### src/rtl/uart_echo_buffered.sv
// Echo engine between uart receive and transmit sides.
// Buffers received bytes in a FIFO and replays them over the tx_req/tx_busy handshake.
//
// Ports:
//   clk       : rising-edge clock
//   reset_n   : asynchronous active-low reset
//   rx_ready  : one-cycle pulse, rx_byte valid
//   rx_byte   : received byte
//   tx_busy   : transmitter busy (rises the cycle after tx_req)
//   tx_req    : one-cycle send request
//   tx_byte   : registered byte to send, stable until next tx_req
//   level     : FIFO occupancy 0..2^DEPTH_LOG2
//   full      : level == 2^DEPTH_LOG2
//   empty     : level == 0
//   overflow  : sticky, a received byte was dropped
module uart_echo_buffered #(
    parameter int                DATA_W     = 8,
    parameter int                DEPTH_LOG2 = 4,
    parameter int                LINE_MODE  = 0,
    parameter logic [DATA_W-1:0] EOL        = DATA_W'(8'h0D),
    parameter int                UPPERCASE  = 0
) (
    input  logic                  clk,
    input  logic                  reset_n,
    input  logic                  rx_ready,
    input  logic [DATA_W-1:0]     rx_byte,
    input  logic                  tx_busy,
    output logic                  tx_req,
    output logic [DATA_W-1:0]     tx_byte,
    output logic [DEPTH_LOG2:0]   level,
    output logic                  full,
    output logic                  empty,
    output logic                  overflow
);

    localparam int DEPTH = 1 << DEPTH_LOG2;
    localparam logic [DEPTH_LOG2:0] L_DEPTH = {1'b1, {DEPTH_LOG2{1'b0}}};
    localparam bit CASE_EN = (DATA_W == 8) && (UPPERCASE != 0);
    localparam logic [DATA_W-1:0] LC_A     = DATA_W'(8'h61);
    localparam logic [DATA_W-1:0] LC_Z     = DATA_W'(8'h7A);
    localparam logic [DATA_W-1:0] CASE_OFS = DATA_W'(8'h20);

    localparam logic [1:0] S_IDLE = 2'd0;
    localparam logic [1:0] S_SEND = 2'd1;
    localparam logic [1:0] S_HOLD = 2'd2;

    logic [DATA_W-1:0]     r_mem [DEPTH];
    logic [DEPTH_LOG2-1:0] r_wr_ptr;
    logic [DEPTH_LOG2-1:0] r_rd_ptr;
    logic [DEPTH_LOG2:0]   r_level;
    logic [DEPTH_LOG2:0]   r_lines;
    logic                  r_force;
    logic                  r_ovf;
    logic [1:0]            r_state;
    logic                  r_tx_req;
    logic [DATA_W-1:0]     r_tx_byte;

    logic                  w_full;
    logic                  w_empty;
    logic                  w_drain;
    logic                  w_pop;
    logic                  w_push;
    logic [DATA_W-1:0]     w_head;
    logic [DATA_W-1:0]     w_wr_data;
    logic                  w_line_inc;
    logic                  w_line_dec;

    assign w_full  = (r_level == L_DEPTH);
    assign w_empty = (r_level == '0);
    assign w_head  = r_mem[r_rd_ptr];

    // In line mode a stale force flag can survive one cycle past empty,
    // so drain is always gated by a non-empty FIFO.
    assign w_drain = !w_empty &&
                     ((LINE_MODE == 0) || (r_lines != '0) || r_force);

    assign w_pop  = (r_state == S_IDLE) && w_drain;
    assign w_push = rx_ready && (!w_full || w_pop);

    // EOL matching is on the raw byte; upper-casing never alters EOL.
    assign w_line_inc = w_push && (rx_byte == EOL);
    assign w_line_dec = w_pop && (w_head == EOL);

    always_comb begin
        w_wr_data = rx_byte;
        if (CASE_EN && rx_byte >= LC_A && rx_byte <= LC_Z)
            w_wr_data = rx_byte - CASE_OFS;
    end

    always_ff @(posedge clk) begin
        if (w_push)
            r_mem[r_wr_ptr] <= w_wr_data;
    end

    always_ff @(posedge clk or negedge reset_n) begin
        if (!reset_n) begin
            r_wr_ptr <= '0;
            r_rd_ptr <= '0;
            r_level  <= '0;
            r_lines  <= '0;
            r_force  <= 1'b0;
            r_ovf    <= 1'b0;
        end else begin
            if (w_push)
                r_wr_ptr <= r_wr_ptr + 1'b1;
            if (w_pop)
                r_rd_ptr <= r_rd_ptr + 1'b1;

            if (w_push && !w_pop)
                r_level <= r_level + 1'b1;
            else if (w_pop && !w_push)
                r_level <= r_level - 1'b1;

            if (w_line_inc && !w_line_dec)
                r_lines <= r_lines + 1'b1;
            else if (w_line_dec && !w_line_inc)
                r_lines <= r_lines - 1'b1;

            // Lets an over-long line drain instead of deadlocking.
            if (w_full)
                r_force <= 1'b1;
            else if (w_empty)
                r_force <= 1'b0;

            if (rx_ready && !w_push)
                r_ovf <= 1'b1;
        end
    end

    always_ff @(posedge clk or negedge reset_n) begin
        if (!reset_n) begin
            r_state   <= S_IDLE;
            r_tx_req  <= 1'b0;
            r_tx_byte <= '0;
        end else begin
            r_tx_req <= 1'b0;
            case (r_state)
                S_IDLE: begin
                    if (w_drain) begin
                        r_tx_req  <= 1'b1;
                        r_tx_byte <= w_head;
                        r_state   <= S_SEND;
                    end
                end
                // tx_busy is still rising here, so it is not looked at.
                S_SEND: r_state <= S_HOLD;
                S_HOLD: begin
                    if (!tx_busy)
                        r_state <= S_IDLE;
                end
                default: r_state <= S_IDLE;
            endcase
        end
    end

    assign tx_req   = r_tx_req;
    assign tx_byte  = r_tx_byte;
    assign level    = r_level;
    assign full     = w_full;
    assign empty    = w_empty;
    assign overflow = r_ovf;

endmodule

### config.mk
export PLATFORM = sky130hd
export DESIGN_NAME = uart_echo_buffered
export DESIGN_NICKNAME = d
export VERILOG_FILES = /design/src/rtl/uart_echo_buffered.sv
export SDC_FILE = /design/constraint.sdc
export NUM_CORES = 1
export LEC_CHECK = 0
export ABC_AREA = 1
export BUFFER_PORTS_ARGS = -buffer_cell sky130_fd_sc_hd__buf_4
export CORE_MARGIN = 2
export CORE_UTILIZATION = 64
export CTS_BUF_LIST = sky130_fd_sc_hd__clkbuf_2 sky130_fd_sc_hd__clkbuf_4 sky130_fd_sc_hd__clkbuf_8
export DETAILED_ROUTE_END_ITERATION = 8
export PLACE_DENSITY = 0.88
export SLEW_MARGIN = 20
export SYNTH_ARGS = -nofsm -noshare
export SYNTH_HDL_FRONTEND = slang
export SYNTH_SLANG_ARGS = --single-unit
### constraint.sdc
create_clock -name clk -period 2.8 [get_ports clk]
set_clock_uncertainty 0.05 [all_clocks]
set_input_delay 0.14 -clock clk [delete_from_list [all_inputs] [get_ports clk]]
set_output_delay 0.14 -clock clk [all_outputs]
set_load 0.01 [all_outputs]
After elaboration in Yosys (flattened, before gate mapping). Memories as Yosys holds them, arrays and structs flattened. A register that Yosys moved wholly into a read port is not among the register bits. Cells that the tools add are included. Widths: inputs -> output; s select.

Eq/ne operators: 5. Add/sub/neg operators: 4. Multiplexer cells: 9. Reduce and logical (&&, ||, !) cells: 16. Bitwise gates (word level): 1.

Operator list (count): $mux 5 (2); $add 4x1->4 const B (2); $pmux 2 s3 (1); $add 5x1->5 const B (1); $eq 5x5->1 const B (1); $logic_and 1x1->1 (5); $logic_not 1->1 (5); $logic_not 5->1 (1); $sub 5x1->5 const B (1); $mux 1 (4); $mux 2 (2); $ne 2x2->1 const B (2); $reduce_and 2->1 (2); $eq 2x1->1 const B (1); $eq 2x2->1 const B (1); $logic_not 2->1 (1); $reduce_bool 2->1 (1); $logic_or 1x1->1 (1); $not 1->1 (1).

Memories kept: 1. Memory bits (writable): 128. Bits in registers: 17. Logic and storage cells: 42. Output and inout bits: 17.

Memories: r_mem (words 16, width 8, read ports 1, clocked after Yosys merged registers in 1, wr ports 1, RTL line 47) `logic [DATA_W-1:0] r_mem [DEPTH];`.

Logic depth before layout (Yosys ltp). Gate-level depths: netlist of run 1.

Depth in word-level cells: 9. Mapped depth: 15. Mapped depth without buffers: 15.

Least setup slack after synthesis of run 1. Ideal clock, no wire load.

Kind: register to register. From: reg r_level[2] (netlist: level[2]). To: reg r_level[4] (netlist: level[4]). Path slack: 293 ps. Period minus slack after synthesis: 2507 ps. Data arrival time: 2336 ps. Required time: 2629 ps. Stages on the path, launching flop included: 16. Cell sequence: dfrtp_1 > nor2_1 > nand3_1 > nor2_2 > nand2_2 > nand2_4 > inv_2 > ha_1 > inv_1 > ha_1 > a21oi_1 > o21ai_0 > a21oi_1 > o21ai_0 > nand2_1 > nand2_1.

Elaborated cells on any way between the ends: 16.

RTL lines: start: declaration (RTL line 50) `logic [DEPTH_LOG2:0] r_level;`; start signal: assignment (RTL line 110) `r_level <= r_level + 1'b1;`; start signal: assignment (RTL line 112) `r_level <= r_level - 1'b1;`; $eq 5x5->1 (*) (RTL line 68) `assign w_full = (r_level == L_DEPTH);`; named net full (RTL line 31) `output logic full,`; $logic_not 1->1 (*) (RTL line 78) `assign w_push = rx_ready && (!w_full || w_pop);`; $logic_or 1x1->1 (*) (RTL line 78); $logic_and 1x1->1 (*) (RTL line 78); named net w_push (RTL line 62) `logic w_push;`; $logic_not 1->1 (RTL line 111) `else if (w_pop && !w_push)`; $logic_and 1x1->1 (RTL line 111); $reduce_bool 2->1 (no source line).

Mark *: on every way through the listed nets, which the timed path passes. The rest lies on a longest branch. The select of a mux whose other input is x is not followed. A chain may end at the register's enable or synchronous reset.

Final worst setup path of run 1.
From: reg r_level[3] (netlist: level[3]). To: reg r_level[4] (netlist: level[4]).

Cells in the longest elaborated chain, start to end: 8. Elaborated cells on any way between the ends: 16.

RTL lines: $logic_not 5->1 (RTL line 69) `assign w_empty = (r_level == '0);`; $logic_not 1->1 (RTL line 74) `assign w_drain = !w_empty &&`; $logic_and 1x1->1 (RTL line 77) `assign w_pop = (r_state == S_IDLE) && w_drain;`; $logic_or 1x1->1 (*) (RTL line 78); $logic_and 1x1->1 (*) (RTL line 78); named net w_push (RTL line 62); $logic_not 1->1 (RTL line 111); $logic_and 1x1->1 (RTL line 111); $reduce_bool 2->1 (no source line).

Marks and branches as above.

==> results of run 1 <==
==> cell type report <==
cell class	instances	area share (%)
tap	136	2.226
clock inverter	14	2.259
sequential	153	58.49
timing repair buffer	49	5.009
clock buffer	18	3.159
multi-input combinational	369	23.06
inverter	118	5.795
==> kinds of logic (layout without fill, tap and decap cells) <==
logic type	after synthesis	after routing	share of synthesized area (%)
and+or+nand+nor	334	334	21.02
AOI/OAI and AO/OA	16	16	1.266
adders and majority gates	11	11	2.128
xor gates and xnor gates	8	8	1.027
buffers and inverters	147	199	9.026
DFF	153	153	65.53
==> worst max-delay path, cell delays in order, from the launching register on <==
cell     delay, ns
dfrtp_1       0.43
nor2_2        0.17
nand3_1       0.14
nor2_4        0.14
nand2_2       0.08
nand2_4       0.06
inv_2         0.06
ha_1          0.22
inv_2         0.13
ha_1          0.27
a21oi_1       0.17
o21ai_0       0.15
a21oi_1       0.21
o21ai_0       0.11
nand2_1       0.07
nand2_1       0.05
==> cells in the final DEF (no fill, tap or decap), types with 4 or more instances in the layout <==
cell type and count:
clkinv_4 4, xor2_1 7, a21oi_1 4, inv_1 110, nor3_1 10, inv_2 6
clkbuf_8 17, nor3_2 6, dfrtp_1 24, edfxtp_1 128, nand2_1 210, o21ai_0 7
nand3_1 101, ha_1 10, dlygate4sd3_1 6, buf_4 43
==> sequential cells by signal, summed over array words and instances (netlist names) <==
| register | count |
|---|---|
| r_rd_ptr | 4 |
| level | 5 |
| overflow | 1 |
| tx_req | 1 |
| tx_byte | 8 |
| r_mem | 128 |
| r_state | 2 |
| r_wr_ptr | 4 |
==> routing by layer <==
metal  vias up  global-route usage [%]  share of wire (%)
li1       2234                       -                  -
met1      2275                   34.64                 38
met2       307                   47.20                 51
met3        53                   5.106                7.9
met4         0                   13.73                3.6
met5         -                       0                  0
==> final timing paths <==
check	start	endpoint	slack [ns]	depth (start not counted)
setup reg to reg	level[3]	level[4]	0.19	15
hold reg to reg	r_state[1]	r_state[1]	0.40	1
max in group asynchronous	reset_n	r_rd_ptr[0]	2.32	2
hold / removal	rx_byte[3]	r_mem[9][3]	0.02	1
setup / recovery	level[3]	level[4]	0.19	15
min in group asynchronous	reset_n	r_rd_ptr[2]	0.10	2
==> repair_timing <==
item                                    in CTS  in global routing
endpoints found under the hold margin       70                  0
endpoints found under the setup margin       0                  1
hold buffers                                 6                  0
gates resized for setup                      0                  3
==> power by group <==
group / leakage, nW / switching [mW] / total (mW) / internal, mW
clock network: 0.209 / 0.824 / 1.72 / 0.899
registers: 1.46 / 0.250 / 3.08 / 2.83
logic: 1.73 / 1.94 / 2.91 / 0.970
==> through the flow <==
stage | utilization [%] | area (µm²) | total power, mW | cells | setup WS (ns)
2_1_floorplan | - | 6820 | 5.098 | 669 | 0.2927
6_report | 74.04 | 7644 | 7.717 | 857 | 0.1902
3_5_place_dp | 69.18 | 7142 | 5.920 | 819 | 0.1612
5_1_grt | 74.04 | 7644 | 8.183 | 857 | -0.003166
3_3_place_gp | 69.18 | 7142 | 5.756 | 819 | 0.2980
4_1_cts | 73.77 | 7616 | 7.663 | 857 | 0.1263
==> metrics.md, run 1 <==
| Metric | Value |
|---|---|
| Outcome | `completed` |
| Final #Nets | `roughly 730` |
| Number of antenna violations at the first check in global routing | `0` |
| Transition time at the pin with the least slew margin | `between 1 and 1.5 ns` |
| Post-CTS Repair Setup Buffers | `0` |
| FILL cells | `between 600 and 700` |
| Most instantiated cells after synthesis | `nand2_1 (210), edfxtp_1 (128), inv_1 (111)` |
| Top-level I/O count | `29` |
| Area of the core | `0.01032 mm²` |
| Share of layout cells above drive strength 1 | `13.04%` |
| Setup tns final | `0 ns` |
| Number of synthesized flops with an enable pin | `around 130` |
| Portion of the post-synthesis area used by sequential elements | `65.53%` |
| P_leak | `approximately 3.4 nW` |
| Final routed DRC violation total | `0` |
| Register clock-pin slew on the reported worst setup and hold paths | `approximately 0.090 ns` |
| Final WL | `15.03 mm` |
| Routability-driven placement congestion ratio | `approximately 0.87` |
| Hpwl dp | `between 9 and 10 mm` |
| Number of clock buffers inserted by TritonCTS | `17` |
| Buffer cell driving the clock tree root | `clkbuf_8` |
| Share of the clock period used by the worst path after layout | `between 90 and 100%` |
| Power density cells | `a little over 1000 mW/mm²` |
| Remaining antenna violation count after routing | `0` |
| Timing-limited maximum frequency | `0.3832 GHz` |
| Multi-input gate area in the final layout | `about 0.0018 mm²` |
| Starting DRT DRC Count | `around 540` |
| Number of port buffers | `28` |
| Worst Setup End Kind | `flop` |
| Via/cell ratio | `5.681` |
| Top FF cell, synth | `edfxtp_1` |
| Total area of sequential cells | `around 0.0045 mm²` |
| Synth unique cells | `27` |
| Total number of yosys warnings | `0` |
| Die Outline Area | `between 0.01 and 0.015 mm²` |
| Number of inserted diodes | `0` |
| Cell with the most instances after synthesis | `nand2_1` |
| Final setup viols | `0` |
| Fraction of post-synthesis cell area in the top cell type by area | `a little under three fifths` |
| Req. time, crit path | `a little over 3 ns` |
| Clk buf depth | `2` |
| Crit path kind | `reg -> reg` |
| Via count of the routed design | `4,869` |
| Initial Utilization | `66.06%` |
| Top cells by area, synth | `edfxtp_1 (56%), nand2_1 (12%), dfrtp_1 (9.2%)` |
| Global route overflow | `0` |
| Number of iterations in the first detailed-routing pass | `5` |
| Horizontal die dimension | `107.2 µm` |
| Global-route wire length before repair | `~24 mm` |
| Yosys top cell by area | `edfxtp_1` |
| Count of endpoints failing hold in the final timing report | `0` |
| CTS H-tree depth | `4` |
| Data arrival at the endpoint of the critical path | `~2.9 ns` |
| Core Rows | `37` |
| Slew Viols, Final | `0` |
| Growth of design area from synthesis to finish | `12.07%` |
| Tightest Hold Check Type | `in -> reg` |
| Syn Std Cell Area | `just under 0.007 mm²` |
| Total global routing track utilization | `roughly 28%` |
| Insertion delay of the later-clocked pin in the worst-skew pair | `0.44 ns` |
| Synthesized instance count | `roughly 670` |
| Number of sinks driven by the clock tree | `~150` |
| Maximum number of pins on one net before global-route repair | `35` |
| Final hold slack | `roughly 0.016 ns` |
| Post-detailed-route wirelength per cell | `approximately 18 µm` |
| Height of the chip | `about 110 µm` |
| Post-synthesis average cell area | `between 10 and 15 µm²` |
| Peak supply drop | `660.7 µV` |
| TritonCTS clock tree | `built` |
| Critical Path Fanout Max | `7` |
| Vias in the first global route | `4,741` |
| Synthesized net count | `about 690` |
| Slew margin rel. | `about a quarter` |
| Maximum Capacitance Violations | `0` |
| Startpoint kind of the worst setup timing path | `flop` |
| Final critical path time including I/O delays and setup | `approximately 2.6 ns` |
| FFs w/ async S/R, synth | `between 10% and 20%` |
| Synth Register Bits | `about 150` |
Note: power is estimated with default switching activity, not from simulation.
==> run 2, diff against run 1 <==
Clock period 2.8 ns to 2.6 ns, I/O delays scaled along.
==> metrics.md, run 2 (synthesis gave the netlist of run 1 again) <==
| Metric | Value |
|---|---|
| Worst stage delay on the critical path | `0.45 ns (was 0.43 ns)` |
| Number of iterations in the first detailed-routing pass | `7 (was 5)` |
| Final setup viols | `0 (unchanged)` |
| Count of endpoints failing hold in the final timing report | `0 (unchanged)` |
| Outcome | `completed (unchanged)` |
| Hpwl dp | `9.227 mm (was 9.533 mm)` |
| Number of clock buffers inserted by TritonCTS | `17 (unchanged)` |
| Area of the core | `0.01032 mm² (unchanged)` |
| Growth of design area from synthesis to finish | `12.29% (was 12.07%)` |
| P_leak | `3.382 nW (was 3.399 nW)` |
| Critical Path Fanout Max | `6 (was 7)` |
| Slew Viols, Final | `0 (unchanged)` |
| Startpoint kind of the worst setup timing path | `flop (unchanged)` |
| Number of sinks driven by the clock tree | `153 (unchanged)` |
| Initial Utilization | `66.06% (unchanged)` |
| Cell count after placement | `811 (was 819)` |
| Standard cell with the maximum stage delay on the critical path | `dfrtp_2 (was dfrtp_1)` |
| Height of the chip | `107.2 µm (unchanged)` |
| Flip-flop count of the largest register after layout | `128 (unchanged)` |
| Setup repair after global routing missed its margin | `no` |
| Core Rows | `37 (unchanged)` |
| Global-route wire length before repair | `22.51 mm (was 23.59 mm)` |
| FILL cells | `681 (was 665)` |
| Final critical path time including I/O delays and setup | `2.430 ns (was 2.610 ns)` |
| Routability-driven placement congestion ratio | `0.9002 (was 0.8699)` |
| Final WL | `14.54 mm (was 15.03 mm)` |
| Family of cells with the greatest summed delay on the critical path | `simple AND/OR/NAND/NOR gates (unchanged)` |
| Largest reg by FF count | `r_mem (unchanged)` |
| Most frequent cells in the layout | `nand2_1 (210), edfxtp_1 (128), inv_1 (110) (unchanged)` |
| Share of layout cells above drive strength 1 | `13.30% (was 13.04%)` |
| CTS H-tree depth | `4 (unchanged)` |
| Number of inserted diodes | `0 (unchanged)` |
| Total chip power | `8.227 mW (was 7.717 mW)` |
| Crit path kind | `reg -> reg (unchanged)` |
| Insertion delay of the later-clocked pin in the worst-skew pair | `0.46 ns (was 0.44 ns)` |
| Cell-by-cell trace of the critical path | `nor2_4 > nand3_1 > nor2_2 > nand2_2 > nand2_4 > inv_2 > ha_1 > inv_2 > ha_1 > a21oi_1 > o21ai_1 > a21oi_1 > o21ai_1 > nand2_1 > nand2_1 (was nor2_2 > nand3_1 > nor2_4 > nand2_2 > nand2_4 > inv_2 > ha_1 > inv_2 > ha_1 > a21oi_1 > o21ai_0 > a21oi_1 > o21ai_0 > nand2_1 > nand2_1)` |
| Maximum Capacitance Violations | `0 (unchanged)` |
| Post-detailed-route wirelength per cell | `16.95 µm (was 17.54 µm)` |
| Post-route non-filler standard cell count | `858 (was 857)` |
| Transition time at the pin with the least slew margin | `1.089 ns (was 1.104 ns)` |
| Via count of the routed design | `4,709 (was 4,869)` |
| Via/cell ratio | `5.488 (was 5.681)` |
| Worst Setup End Kind | `flop (unchanged)` |
| Horizontal die dimension | `107.2 µm (unchanged)` |
| Power density cells | `1074 mW/mm² (was 1010 mW/mm²)` |
| Final routed DRC violation total | `0 (unchanged)` |
| Timing-limited maximum frequency | `0.4115 GHz (was 0.3832 GHz)` |
| Clk buf depth | `2 (unchanged)` |
| TritonCTS clock tree | `built (unchanged)` |
| Tightest Hold Check Type | `in -> async (was in -> reg)` |
| Total global routing track utilization | `26.63% (was 27.90%)` |
| Global route overflow | `0 (unchanged)` |
| Data arrival at the endpoint of the critical path | `2.73 ns (was 2.89 ns)` |
| Slew margin rel. | `26.82% (was 25.84%)` |
| Share of the clock period used by the worst path after layout | `93.46% (was 93.21%)` |
| Number of port buffers | `28 (unchanged)` |
| Buffer cell driving the clock tree root | `clkbuf_8 (unchanged)` |
| Most common cell after layout, fill and taps aside | `nand2_1 (unchanged)` |
| Die Outline Area | `0.01150 mm² (unchanged)` |
| Final hold slack | `0.06827 ns (was 0.01599 ns)` |
| Register clock-pin slew on the reported worst setup and hold paths | `0.09 ns (about the same)` |
| Remaining antenna violation count after routing | `0 (unchanged)` |
| Req. time, crit path | `2.90 ns (was 3.08 ns)` |
| Peak supply drop | `858.3 µV (was 660.7 µV)` |
| Maximum number of pins on one net before global-route repair | `67 (was 35)` |
| Top-level I/O count | `29 (unchanged)` |
| Starting DRT DRC Count | `684 (was 536)` |
| Buffering stage count on the worst path with inverters included | `2 (unchanged)` |
| Final #Nets | `732 (was 731)` |
| Number of antenna violations at the first check in global routing | `0 (unchanged)` |
| Vias in the first global route | `4,546 (was 4,741)` |
run 2: area by class of cell:
class                           count  area, µm²  area share, %
Multi-Input combinational cell    369       1783          23.28
Sequential cell                   153       4472          58.39
Inverter                          118      442.9          5.783
Tap cell                          136      170.2          2.222
Timing Repair Buffer               50      402.9          5.261
Clock inverter                     14      140.1          1.830
Clock buffer                       18      247.7          3.235
run 2: worst paths after layout:
path / start / end / slack [ns] / cells after the start
max reg2reg: level[2] / level[4] / 0.17 / 15
min: reset_n / tx_byte[5] / 0.07 / 2
max in group asynchronous: reset_n / level[2] / 2.15 / 2
max: level[2] / level[4] / 0.17 / 15
min reg2reg: r_state[1] / r_state[1] / 0.41 / 1
min in group clk: r_state[1] / r_state[1] / 0.41 / 1
run 2: repair_timing:
| item | in CTS | in global routing |
|---|---|---|
| hold buffers | 11 | 0 |
| endpoints found under the setup margin | 1 | 1 |
| pin swaps | 0 | 3 |
| resized for setup | 1 | 5 |
| endpoints found under the hold margin | 156 | 0 |
| setup buffers | 0 | 4 |
run 2: stage by stage:
step | worst slack, ns | util (%) | instance area [µm²] | TNS [ns]
final | 0.1701 | 74.18 | 7659 | 0
after CTS | 0.01423 | 73.42 | 7580 | 0
after global placement | 0.08192 | 68.60 | 7082 | 0
after floorplan | 0.09268 | - | 6820 | 0
after global routing | 0.001511 | 74.18 | 7659 | 0
after detailed placement | -0.04061 | 68.60 | 7082 | -0.04061
run 2: metal layers:
metal / vias up / part of all wire [%] / global-route usage, % / wire (µm)
met5: - / 0 / 0 / 0
met4: 0 / 1.8 / 9.740 / 260
met3: 26 / 8.5 / 5.471 / 1233
met2: 239 / 50 / 43.54 / 7259
met1: 2210 / 40 / 35.61 / 5788
li1: 2234 / - / - / -
run 2: power by group:
group	internal, mW	switching, mW	leakage (nW)
Clock	0.803	0.945	0.193
Combinational	1.06	2.16	1.73
Sequential	3.06	0.202	1.46
Total	4.92	3.31	3.38
==> run 3, diff against run 2 <==
--- a/config.mk
+++ b/config.mk
@@ -10,6 +10,6 @@
 export CORE_MARGIN = 2
-export CORE_UTILIZATION = 64
+export CORE_UTILIZATION = 55
 export CTS_BUF_LIST = sky130_fd_sc_hd__clkbuf_2 sky130_fd_sc_hd__clkbuf_4 sky130_fd_sc_hd__clkbuf_8
 export DETAILED_ROUTE_END_ITERATION = 8
-export PLACE_DENSITY = 0.88
+export PLACE_DENSITY = 0.78
 export SLEW_MARGIN = 20
--- a/constraint.sdc
+++ b/constraint.sdc
@@ -4,2 +4,2 @@
 set_output_delay 0.13 -clock clk [all_outputs]
-set_load 0.01 [all_outputs]
+set_load 0.05 [all_outputs]
==> metrics.md, run 3 (synthesis gave the netlist of run 1 again) <==
| Metric | Value |
|---|---|
| Data arrival at the endpoint of the critical path | `2.65 ns (was 2.73 ns)` |
| Via/cell ratio | `5.134 (was 5.488)` |
| Horizontal die dimension | `115.4 µm (was 107.2 µm)` |
| Worst Setup End Kind | `flop (unchanged)` |
| Number of clock buffers inserted by TritonCTS | `17 (unchanged)` |
| Worst stage delay on the critical path | `0.45 ns (about the same)` |
| Core utilization of the finished layout | `64.70% (was 74.18%)` |
| Outcome | `completed (unchanged)` |
| Area of the core | `0.01206 mm² (was 0.01032 mm²)` |
| Growth of design area from synthesis to finish | `14.42% (was 12.29%)` |
| FILL cells | `925 (was 681)` |
| Critical Path Fanout Max | `10 (was 6)` |
| Insertion delay of the later-clocked pin in the worst-skew pair | `0.44 ns (was 0.46 ns)` |
| Final hold slack | `0.08087 ns (was 0.06827 ns)` |
| Initial Utilization | `56.55% (was 66.06%)` |
| Most common cell after layout, fill and taps aside | `nand2_1 (unchanged)` |
| Buffering stage count on the worst path with inverters included | `2 (unchanged)` |
| Final #Nets | `742 (was 732)` |
| Final routed DRC violation total | `0 (unchanged)` |
| Vias in the first global route | `4,533 (was 4,546)` |
| Routability-driven placement congestion ratio | `0.8514 (was 0.9002)` |
| Reg-to-reg critical path startpoint | `level[2] (unchanged)` |
| Clk buf depth | `2 (unchanged)` |
| Maximum Capacitance Violations | `0 (unchanged)` |
| Terminus of the critical flop-to-flop path | `level[4] (unchanged)` |
| Final WL | `14.53 mm (was 14.54 mm)` |
| Tightest Hold Check Type | `in -> async (unchanged)` |
| Top-level I/O count | `29 (unchanged)` |
| Timing-limited maximum frequency | `0.4199 GHz (was 0.4115 GHz)` |
| Post-detailed-route wirelength per cell | `16.14 µm (was 16.95 µm)` |
| Flip-flop count of the largest register after layout | `128 (unchanged)` |
| Final critical path time including I/O delays and setup | `2.382 ns (was 2.430 ns)` |
| Most frequent cells in the layout | `nand2_1 (210), edfxtp_1 (128), inv_1 (109) (was nand2_1 (210), edfxtp_1 (128), inv_1 (110))` |
| Family of cells with the greatest summed delay on the critical path | `simple AND/OR/NAND/NOR gates (unchanged)` |
| Req. time, crit path | `2.87 ns (was 2.90 ns)` |
| Via count of the routed design | `4,621 (was 4,709)` |
| Height of the chip | `115.4 µm (was 107.2 µm)` |
| Global route overflow | `0 (unchanged)` |
| Count of endpoints failing hold in the final timing report | `0 (unchanged)` |
| Remaining antenna violation count after routing | `0 (unchanged)` |
| Share of layout cells above drive strength 1 | `14.75% (was 13.30%)` |
| Largest reg by FF count | `r_mem (unchanged)` |
| Standard cell with the maximum stage delay on the critical path | `dfrtp_2 (unchanged)` |
| Flop2flop setup slack | `0.22 ns (was 0.17 ns)` |
| CTS H-tree depth | `4 (unchanged)` |
| Register clock-pin slew on the reported worst setup and hold paths | `0.08 ns (was 0.09 ns)` |
| Share of the clock period used by the worst path after layout | `91.61% (was 93.46%)` |
| Starting DRT DRC Count | `427 (was 684)` |
| Crit path kind | `reg -> reg (unchanged)` |
| Total global routing track utilization | `22.92% (was 26.63%)` |
| P_leak | `3.422 nW (was 3.382 nW)` |
| Number of port buffers | `28 (unchanged)` |
| Global-route wire length before repair | `22.52 mm (was 22.51 mm)` |
| Cell-by-cell trace of the critical path | `nor2_4 > nand3_2 > nor2_4 > nand2_2 > nand2_8 > inv_2 > ha_4 > inv_4 > ha_4 > a21oi_1 > o21ai_1 > a21oi_1 > o21ai_0 > nand2_1 > nand2_1 (was nor2_4 > nand3_1 > nor2_2 > nand2_2 > nand2_4 > inv_2 > ha_1 > inv_2 > ha_1 > a21oi_1 > o21ai_1 > a21oi_1 > o21ai_1 > nand2_1 > nand2_1)` |
| Slew margin rel. | `32.84% (was 26.82%)` |
| Setup tns final | `0 ns (unchanged)` |
| Number of inserted diodes | `0 (unchanged)` |
| Worst-case setup slack after placement | `0.1269 ns (was -0.04061 ns)` |
| Transition time at the pin with the least slew margin | `0.9998 ns (was 1.089 ns)` |
| TritonCTS clock tree | `built (unchanged)` |
| Hpwl dp | `9.122 mm (was 9.227 mm)` |
| Power density cells | `1108 mW/mm² (was 1074 mW/mm²)` |
| Final setup viols | `0 (unchanged)` |
| Setup repair after global routing missed its margin | `no (unchanged)` |
| Number of sinks driven by the clock tree | `153 (unchanged)` |
| Peak supply drop | `551.8 µV (was 858.3 µV)` |
| Number of antenna violations at the first check in global routing | `0 (unchanged)` |
| Number of iterations in the first detailed-routing pass | `5 (was 7)` |
| Die Outline Area | `0.01331 mm² (was 0.01150 mm²)` |
| Maximum number of pins on one net before global-route repair | `67 (unchanged)` |
| Buffer cell driving the clock tree root | `clkbuf_8 (unchanged)` |
| Slew Viols, Final | `0 (unchanged)` |
| Depth of the most critical reg-to-reg path | `15 (unchanged)` |
| Worst setup margin | `0.2182 ns (was 0.1701 ns)` |
| Core Rows | `40 (was 37)` |
| Startpoint kind of the worst setup timing path | `flop (unchanged)` |
[run 3: cell types whose count changed in the layout (fill, tap and decap cells not counted), moves of 2 or more]
cell      before  now
dfrtp_2        2    6
inv_6          4    1
clkinv_4       5    2
dfrtp_1       23   19
clkinv_1       2    7
ha_4           0    2
buf_4         39   49
ha_1          10    8
[run 3: final cells by class]
type	instances	area [µm²]	area share (%)
sequential	153	4477	57.37
multi-input combinational	369	1822	23.34
timing repair buffer	60	478.0	6.125
inverter	118	445.4	5.708
clock buffer	18	241.5	3.094
tap	168	210.2	2.694
clock inverter	14	130.1	1.667
[run 3: repair_timing]
| item | 4_1_cts | 5_1_grt |
|---|---|---|
| endpoints found under the setup margin | 0 | 1 |
| buffers inserted | 0 | 7 |
| hold endpoints to repair | 155 | 0 |
| hold buffers | 11 | 0 |
| gates resized for setup | 0 | 1 |
[run 3: through the flow]
step / instance area, µm² / std cells / power (mW)
after floorplan: 6872 / 669 / 5.934
after global placement: 7226 / 850 / 6.767
after detailed placement: 7231 / 850 / 6.894
after CTS: 7712 / 893 / 8.599
after global routing: 7804 / 900 / 9.139
final: 7804 / 900 / 8.643
[run 3: metal layers]
| metal | vias up | GRT usage [%] | part of all wire, % |
|---|---|---|---|
| met4 | 0 | 8.112 | 1.8 |
| li1 | 2258 | - | - |
| met5 | - | 0 | 0 |
| met2 | 157 | 39.10 | 52 |
| met3 | 25 | 5.324 | 6.4 |
| met1 | 2181 | 28.88 | 40 |
[run 3: how the worst max path moves through the flow]
stage / start / end / slack (ns) / cells after the start
floorplan: level[2] / level[4] / 0.003 / 15
global placement: level[2] / level[4] / 0.17 / 15
detailed placement: level[2] / level[4] / 0.13 / 15
CTS: level[2] / level[4] / 0.12 / 15
global route: level[2] / level[4] / 0.03 / 15
finish: level[2] / level[4] / 0.22 / 15
[run 3: report_power, final]
group,switching (mW),internal [mW],leakage [nW]
Clock,0.848,0.847,0.184
Combinational,2.54,1.11,1.78
Sequential,0.239,3.06,1.45
[run 3: worst reg2reg max path, stage by stage (launching register included)]
cell and delay (ns):
dfrtp_2 0.45, nor2_4 0.14, nand3_2 0.09, nor2_4 0.14, nand2_2 0.10, nand2_8 0.11, inv_2 0.09, ha_4 0.18
inv_4 0.09, ha_4 0.21, a21oi_1 0.13, o21ai_1 0.10, a21oi_1 0.19, o21ai_0 0.11, nand2_1 0.06, nand2_1 0.04
